===== config.mk =====
export PLATFORM = sky130hd
export DESIGN_NAME = ip_header_insert
export DESIGN_NICKNAME = d
export VERILOG_FILES = /design/src/rtl/ip_header_insert_pkg.sv /design/src/rtl/ip_header_insert_hdr_csum.sv /design/src/rtl/ip_header_insert.sv
export SDC_FILE = /design/constraint.sdc
export NUM_CORES = 1
export LEC_CHECK = 0
export CORE_MARGIN = 2
export CORE_UTILIZATION = 30
export DETAILED_ROUTE_END_ITERATION = 8
export HOLD_SLACK_MARGIN = 0.15
export PLACE_DENSITY_LB_ADDON = 0.3
export SLEW_MARGIN = 10
export SYNTH_ARGS = -nofsm -noshare
export SYNTH_HDL_FRONTEND = slang
export SYNTH_SLANG_ARGS = --single-unit

===== constraint.sdc =====
create_clock -name clk -period 11.8 [get_ports clk]
set_clock_uncertainty 0.15 [all_clocks]
set_input_delay 1.18 -clock clk [delete_from_list [all_inputs] [get_ports clk]]
set_output_delay 1.18 -clock clk [all_outputs]
set_load 0.02 [all_outputs]

===== src/rtl/ip_header_insert_pkg.sv =====
// Shared types and constants for the IPv4 header inserter.
// The checksum fold lives here so the adder and any future users agree on it.
package ip_pkg;

    typedef enum logic [1:0] {
        IDLE,
        CSUM,
        HDR,
        PAYLOAD
    } state_t;

    localparam int          IP_HDR_LEN   = 20;
    localparam logic [7:0]  IPV4_VER_IHL = 8'h45;
    localparam logic [15:0] IP_FLAGS_DF  = 16'h4000;

    // Two end-around-carry folds always suffice for a sum of at most 16 words.
    function automatic logic [15:0] ip_csum_fold(input logic [19:0] sum);
        logic [19:0] fold1;
        logic [19:0] fold2;
        fold1 = {4'd0, sum[15:0]} + {16'd0, sum[19:16]};
        fold2 = {4'd0, fold1[15:0]} + {16'd0, fold1[19:16]};
        return ~fold2[15:0];
    endfunction

endpackage


===== src/rtl/ip_header_insert_hdr_csum.sv =====
// Combinational IPv4 header checksum over the ten header words.
// The checksum word itself is summed as zero.
module ip_hdr_csum
    import ip_pkg::*;
#(
    parameter logic [31:0] SRC_IP   = 32'hC0A8010A,
    parameter logic [31:0] DST_IP   = 32'hC0A80164,
    parameter logic [7:0]  TTL      = 8'd64,
    parameter logic [7:0]  PROTOCOL = 8'd17
) (
    input  logic [15:0] total,
    input  logic [15:0] ident,
    output logic [15:0] csum
);

    logic [15:0] words [10];
    logic [19:0] sum;

    assign words[0] = {IPV4_VER_IHL, 8'h00};
    assign words[1] = total;
    assign words[2] = ident;
    assign words[3] = IP_FLAGS_DF;
    assign words[4] = {TTL, PROTOCOL};
    assign words[5] = 16'h0000;
    assign words[6] = SRC_IP[31:16];
    assign words[7] = SRC_IP[15:0];
    assign words[8] = DST_IP[31:16];
    assign words[9] = DST_IP[15:0];

    always_comb begin
        sum = '0;
        for (int i = 0; i < 10; i++) begin
            sum = sum + {4'd0, words[i]};
        end
    end

    assign csum = ip_csum_fold(sum);

endmodule


===== src/rtl/ip_header_insert.sv =====
// Prepends a 20-byte IPv4 header to each buffered UDP datagram, one length word per packet.
// Header bytes come from registered fields; payload is passed straight through.
module ip_header_insert
    import ip_pkg::*;
#(
    parameter logic [31:0] SRC_IP   = 32'hC0A8010A,
    parameter logic [31:0] DST_IP   = 32'hC0A80164,
    parameter logic [7:0]  TTL      = 8'd64,
    parameter logic [7:0]  PROTOCOL = 8'd17
) (
    input  logic        clk,
    input  logic        resetn,
    input  logic        length_tvalid,
    output logic        length_tready,
    input  logic [15:0] length_tdata,
    input  logic        s_tvalid,
    output logic        s_tready,
    input  logic [7:0]  s_tdata,
    input  logic        s_tlast,
    output logic        m_tvalid,
    input  logic        m_tready,
    output logic [7:0]  m_tdata,
    output logic        m_tlast,
    output logic        len_err
);

    state_t      state_reg;
    logic [4:0]  idx_reg;
    logic [15:0] ident_reg;
    logic [15:0] total_reg;
    logic [15:0] csum_reg;
    logic        len_err_reg;
    logic        ready_reg;

    logic [16:0] total_next;
    logic [15:0] csum_next;
    logic        len_hs;
    logic [7:0]  hdr_bytes [IP_HDR_LEN];

    // length_tdata is the byte count minus one, so +1 for the payload and +20 for the header.
    assign total_next = {1'b0, length_tdata} + 17'd21;
    assign len_hs     = length_tvalid & ready_reg & (state_reg == IDLE);

    ip_hdr_csum #(
        .SRC_IP   (SRC_IP),
        .DST_IP   (DST_IP),
        .TTL      (TTL),
        .PROTOCOL (PROTOCOL)
    ) u_csum (
        .total (total_reg),
        .ident (ident_reg),
        .csum  (csum_next)
    );

    assign hdr_bytes[0]  = IPV4_VER_IHL;
    assign hdr_bytes[1]  = 8'h00;
    assign hdr_bytes[2]  = total_reg[15:8];
    assign hdr_bytes[3]  = total_reg[7:0];
    assign hdr_bytes[4]  = ident_reg[15:8];
    assign hdr_bytes[5]  = ident_reg[7:0];
    assign hdr_bytes[6]  = IP_FLAGS_DF[15:8];
    assign hdr_bytes[7]  = IP_FLAGS_DF[7:0];
    assign hdr_bytes[8]  = TTL;
    assign hdr_bytes[9]  = PROTOCOL;
    assign hdr_bytes[10] = csum_reg[15:8];
    assign hdr_bytes[11] = csum_reg[7:0];

    generate
        for (genvar gi = 0; gi < 4; gi++) begin : g_addr
            assign hdr_bytes[12 + gi] = SRC_IP[31 - 8*gi -: 8];
            assign hdr_bytes[16 + gi] = DST_IP[31 - 8*gi -: 8];
        end
    endgenerate

    always_comb begin
        m_tvalid = 1'b0;
        m_tdata  = 8'h00;
        m_tlast  = 1'b0;
        s_tready = 1'b0;
        case (state_reg)
            HDR: begin
                m_tvalid = 1'b1;
                m_tdata  = hdr_bytes[idx_reg];
            end
            PAYLOAD: begin
                m_tvalid = s_tvalid;
                s_tready = m_tready;
                m_tdata  = s_tdata;
                m_tlast  = s_tlast;
            end
            default: ;
        endcase
    end

    assign length_tready = ready_reg;
    assign len_err       = len_err_reg;

    always_ff @(posedge clk) begin
        if (!resetn) begin
            state_reg   <= IDLE;
            idx_reg     <= '0;
            ident_reg   <= '0;
            total_reg   <= '0;
            csum_reg    <= '0;
            len_err_reg <= 1'b0;
            ready_reg   <= 1'b0;
        end else begin
            case (state_reg)
                IDLE: begin
                    if (len_hs) begin
                        total_reg <= total_next[15:0];
                        if (total_next[16]) begin
                            len_err_reg <= 1'b1;
                        end
                        ready_reg <= 1'b0;
                        state_reg <= CSUM;
                    end else begin
                        ready_reg <= 1'b1;
                    end
                end
                CSUM: begin
                    csum_reg  <= csum_next;
                    idx_reg   <= '0;
                    state_reg <= HDR;
                end
                HDR: begin
                    if (m_tready) begin
                        if (idx_reg == 5'(IP_HDR_LEN - 1)) begin
                            idx_reg   <= '0;
                            state_reg <= PAYLOAD;
                        end else begin
                            idx_reg <= idx_reg + 5'd1;
                        end
                    end
                end
                PAYLOAD: begin
                    // tlast alone ends the packet; the latched length is never cross-checked.
                    if (s_tvalid && m_tready && s_tlast) begin
                        ident_reg <= ident_reg + 16'd1;
                        ready_reg <= 1'b1;
                        state_reg <= IDLE;
                    end
                end
                default: state_reg <= IDLE;
            endcase
        end
    end

endmodule


==> results of run 1 <==
-- synth_stat cells (4+ instances only) --
cell type,number
o211ai_1,5
xnor2_1,39
xor2_1,16
a311oi_1,5
a211oi_1,22
o21a_1,4
o21bai_1,4
ha_1,49
a21oi_1,49
a21o_1,10
nand3_1,23
nand2b_1,4
nand3b_1,4
nor2_1,70
nand2_1,52
o21ai_0,38
dfxtp_1,57
or3_1,8
and2_1,5
o22ai_1,7
mux2i_1,10
a31oi_1,10
a22o_1,7
mux2_2,5
or2_2,4
nand4_1,4
and3_1,13
clkbuf_1,25
nor3_1,5
inv_1,47
-- critical path, cell delays in order (launching register included) --
cell	delay, ns
dfxtp_1	0.38
inv_1	0.07
ha_1	0.27
inv_1	0.04
ha_1	0.26
fa_1	0.46
a211o_2	0.37
a21o_1	0.18
o21ai_0	0.16
o21ai_0	0.22
a31oi_1	0.34
o21bai_1	0.11
a21oi_1	0.28
fa_1	0.27
a21oi_1	0.09
a211oi_1	0.15
nor4b_2	0.70
and3_1	0.26
and4_1	0.19
ha_1	0.16
ha_1	0.15
nand2_1	0.06
nor2_1	0.16
and3_1	0.22
nor4bb_1	0.38
a31oi_1	0.17
mux2i_1	0.16
nand2_1	0.06
-- layer usage --
layer | track usage [%] | up-vias
met5 | 0 | -
met4 | 5.15 | 0
met3 | 3.48 | 23
met2 | 24.5 | 108
met1 | 22.7 | 2249
li1 | - | 2450
-- power breakdown --
group / leakage [nW] / internal [W] / total, W / switching, W
sequential: 0.464 / 0.000234 / 0.000280 / 0.0000453
combinational: 1.76 / 0.000306 / 0.000743 / 0.000437
clock: 0.151 / 0.000189 / 0.000280 / 0.0000917
total: 2.38 / 0.000729 / 0.00130 / 0.000574
-- cell type report --
cell class,instances,area (sq um),share of cell area [%]
sequential,57,1140,18.6
inverter,49,184,3.00
clock inverter,5,80.1,1.31
clock buffer,10,239,3.90
multi-input combinational,530,3760,61.3
timing repair buffer,46,450,7.34
tap,225,282,4.59
-- cells by family (layout without fill, tap and decap cells) --
logic type,count (synthesis),after routing,share of synthesized area (%)
compound gates,194,194,25.3
xor+xnor,57,57,10.0
fa+ha+maj,51,51,12.5
buf+inv,80,110,5.91
flops,57,57,21.9
mux,18,18,4.30
simple gates,210,210,20.0
-- worst max-delay path by stage --
stage	start	endpoint	slack [ns]	cells after the start
global placement	ident_reg[1]	csum_reg[12]	5.36	27
CTS	ident_reg[1]	csum_reg[14]	5.17	27
floorplan	total_reg[8]	csum_reg[14]	6.05	30
global route	total_reg[8]	csum_reg[14]	4.55	28
finish	ident_reg[1]	csum_reg[14]	5.21	27
detailed placement	ident_reg[1]	csum_reg[14]	5.17	27
-- per-stage QoR --
step	cells	util (%)
after floorplan	667	-
after global placement	907	34.0
after detailed placement	907	34.0
after CTS	922	35.8
after global routing	922	35.8
final	922	35.8
==> impl_metrics.toml, run 1 <==
[routing]
first_pass_iters = 5
wl_met2_mm = 6.48
routed.top_layer = "met4"
ant_nets = 0
post_drt_wl_per_cell_um = 15.8
post-route-drc-count = 0
met3WireLength_um = 746
wl_met1_mm = 7.03
drtIter0Drc = 421
avgViaCountPerCell = 5.24
vias = 4830
routed_wl_mm = 14.5

[logic_synthesis]
yosysSeqAreaShare_pct = 21.9
synthesis.area_sq_um = 5210
synth-edff-count = 0
synth_fp_nets = 748
ys_warn_count = 0
synthTopCellsByArea = "dfxtp_1 (22%), ha_1 (12%), xnor2_1 (6.6%)"
synth_top_area_share_pct = 21.9
ys_ff_latch = 57
synth_cell_types = 74
synth_area_per_cell_sq_um = 7.81
postSynth.asyncResetShare_pct = 0
ys.flop_type = "dfxtp_1"
yosysTopAreaCell = "dfxtp_1"
syn_inst = 667

[sta]
fin_crit_ns = 6.59
fin_ws_ns = 5.21
worstMarginPinSlew_ns = 0.814
fin_crit_sh_pct = 55.9
finalMaxSlewViolations = 0
setup_violations = 0
rsz0062_at_grt = "no"
hold_viol = 0
whs_ns = 0.321
setup-tns-final_ns = 0
max_freq_mhz = 152
slew_headroom_pct = 45.6

[floorplan]
die-area_sq_um = 18400
dieHeight_um = 136
initial_core_util_pct = 30.4
io_pins = 43
dieWidth_um = 136
core_area_sq_um = 17100
row_count = 48

[flow_run]
maxCapViolations = 0

[min_path]
min_path_cells = 2
min_path_type = "reg -> reg"
holdCritStartpoint = "len_err"
hold_end = "len_err"

[clock_network]
cts-buffers-inserted = 9
holdBufCountCts = 0
cts.sinks = 57
cts_root_buffer = "clkbuf_16"
cts_max_level = 3
clk_pin_slew_ns = 0.05
clk_latency_ns = 0.33
postCtsSetupBuffers = 0
cts.path.max_buffers = 2
cts_resized = 0
cts_tree = "yes"

[global_routing]
grt-ovfl-total = 0
grt_pass1_wl_mm = 23.3
grt_max_degree = 46
grt_pass1_vias = 4424
track_usage_pct = 16.1
antenna_found_initial = 0

[cells_and_area]
nFillCells = 1805
area_delta_synth_final_pct = 17.8
final_area_sq_um = 6130
final_cell_mix = "nor2_1 (70), dfxtp_1 (57), nand2_1 (52)"
nets = 774
drive_gt1_share_pct = 6.60
diodes = 0
final_common_cell = "nor2_1"

[setup_path]
crit_path_start_kind = "register"
reg2reg_depth = 27
critPathMaxFanout = 11
r2r_slack_ns = 5.21
crit_required_ns = 11.87
endpoint_kind = "register"
r2r-end = "csum_reg[14]"
rr_startpoint = "ident_reg[1]"
arrival_ns = 6.67
crit_type = "reg -> reg"

[pwr]
finalPower_w = 0.00130
p_per_area_nw_per_um2 = 212
power.leakage_nw = 2.38
peakVddDrop_mv = 0.110

[place]
finalWeightedCongestion = 0.909
dp_hpwl_mm = 11.5
dpl_cell_area_sq_um = 5810
port_buffers = 42
pre_cts_slack_ns = 5.17

[status]
status = "finished, final reports clean"
Power figures use the tool's default switching activity.
==> run 2, diff against run 1 <==
- clock period: 11.8 -> 6 ns (I/O delays scaled with it)
==> run 2 against run 1 <==
Routed wire length is 1.6% higher. Hold slack got worse by 0.0045 ns. Count of clock-buffer cells in the layout increased by 2. Largest cell class unchanged. Utilization up 1.2 points. Sequential cell count stayed put. Final cell count rose by 2.3%. Maximum frequency rose by 16%. Global-route usage up 0.16 points.
==> impl_metrics.toml, run 2 (synthesis results as in run 1) <==
[cells_and_area]
area_delta_synth_final_pct = 21.7
final_cells = 943
diodes = 0
drive_gt1_share_pct = 11.4
nets = 795
utilization_pct = 37.0
final_common_cell = "nor2_1"
final_cell_mix = "nor2_1 (69), dfxtp_1 (55), nand2_1 (52)"

[setup_path]
r2r-end = "csum_reg[13]"
endpoint_kind = "register"
crit_type = "reg -> reg"
critPathMaxFanout = 5
crit_path_start_kind = "register"
r2r_slack_ns = 0.32
arrival_ns = 5.79
cp-startpoint = "total_reg[8]"
crit_required_ns = 6.11
rr_startpoint = "total_reg[8]"
reg2reg_depth = 27

[clock_network]
cts-buffers-inserted = 9
holdBufCountCts = 0
clk_pin_slew_ns = 0.05
cts.sinks = 57
cts_tree = "yes"
cts_root_buffer = "clkbuf_16"
cts.path.max_buffers = 2
clk_latency_ns = 0.33
cts_max_level = 3

[place]
port_buffers = 42
dp_hpwl_mm = 11.5
place_inst = 922
finalWeightedCongestion = 0.886

[status]
status = "finished, final reports clean"

[sta]
finalMaxSlewViolations = 0
hold_viol = 0
setup-tns-final_ns = 0
worstMarginPinSlew_ns = 0.691
fin_crit_ns = 5.68
max_freq_mhz = 176
setup_violations = 0
slew_headroom_pct = 53.9
fin_crit_sh_pct = 94.6

[pwr]
power.leakage_nw = 2.49
finalPower_w = 0.00260
peakVddDrop_mv = 0.197
p_per_area_nw_per_um2 = 410

[routing]
first_pass_iters = 5
avgViaCountPerCell = 5.21
post-route-drc-count = 0
post_drt_wl_per_cell_um = 15.7
ant_nets = 0
drtIter0Drc = 441
routed_wl_mm = 14.8
vias = 4916

[global_routing]
grt_pass1_wl_mm = 23.6
grt-ovfl-total = 0
track_usage_pct = 16.3
grt_max_degree = 31
grt_pass1_vias = 4502
antenna_found_initial = 0

[floorplan]
row_count = 48
core_area_sq_um = 17100
die-area_sq_um = 18400
initial_core_util_pct = 30.4
dieWidth_um = 136
io_pins = 43
dieHeight_um = 136

[min_path]
min_path_cells = 2
holdCritStartpoint = "len_err"
min_path_type = "reg -> reg"
hold_end = "len_err"

[flow_run]
maxCapViolations = 0
==> run 2: changes by cell type in the layout (fill, tap and decap cells not counted), sizes merged <==
cell | previous run | this run
clkbuf | 10 | 12
bufinv | 2 | 1
clkinvlp | 2 | 0
clkinv | 3 | 4
buf | 4 | 25
==> run 2: power breakdown <==
part	total (W)	switching, W	internal [W]	leakage, nW
clock network	0.000517	0.000177	0.000340	0.148
registers	0.000550	0.0000879	0.000462	0.465
logic	0.00153	0.000888	0.000646	1.87
total	0.00260	0.00115	0.00145	2.49
==> run 2: worst max path at each step <==
stage / to / slack (ns)
after floorplan: csum_reg[14] / 0.25
after global placement: csum_reg[12] / 0.23
after detailed placement: csum_reg[12] / 0.09
after CTS: csum_reg[12] / 0.08
after global routing: csum_reg[13] / -0.04
final: csum_reg[13] / 0.32
==> run 2: metal layers <==
layer | global-route usage (%) | share of wire [%]
met5 | 0 | 0
met1 | 23.1 | 47
met3 | 2.88 | 5.5
met2 | 25.1 | 46
met4 | 5.09 | 2.0
==> run 2: repair_timing <==
item	in CTS	in global routing
resized for setup	0	20
buffers inserted	0	6
endpoints found under the setup margin	0	11
==> run 2: area by class of cell <==
cell class	instances	area [sq um]
clock buffer	12	256
clock inverter	3	40.0
fill	1813	10800
inverter	49	184
multi-input combinational	530	3820
sequential	57	1150
tap	225	282
timing repair buffer	67	608
==> run 2: worst max-delay path, cell delays in order (launching register included) <==
cell and delay [ns]:
dfxtp_4 0.36, ha_2 0.30, inv_1 0.04, ha_1 0.26, inv_1 0.04, ha_1 0.30
a21o_1 0.18, a221o_1 0.35, a21oi_1 0.14, o21ai_1 0.10, a21oi_2 0.17, o21bai_1 0.08
a21o_1 0.20, a21o_1 0.18, ha_1 0.34, a21oi_1 0.10, a211oi_1 0.15, nor4b_2 0.26
and3_1 0.19, and4_1 0.19, ha_1 0.17, nand3_1 0.11, and4bb_2 0.32, o211ai_1 0.19
nor3_4 0.32, nand2_2 0.08, xnor2_1 0.14, a211oi_2 0.20
==> run 2: through the flow <==
stage	hold WS (ns)	setup slack, ns	cell area, sq um
2_1_floorplan	0.295	0.255	5210
3_3_place_gp	0.306	0.229	5930
3_5_place_dp	0.319	0.0917	5930
4_1_cts	0.326	0.0750	6220
5_1_grt	0.350	-0.0384	6340
6_report	0.316	0.324	6340
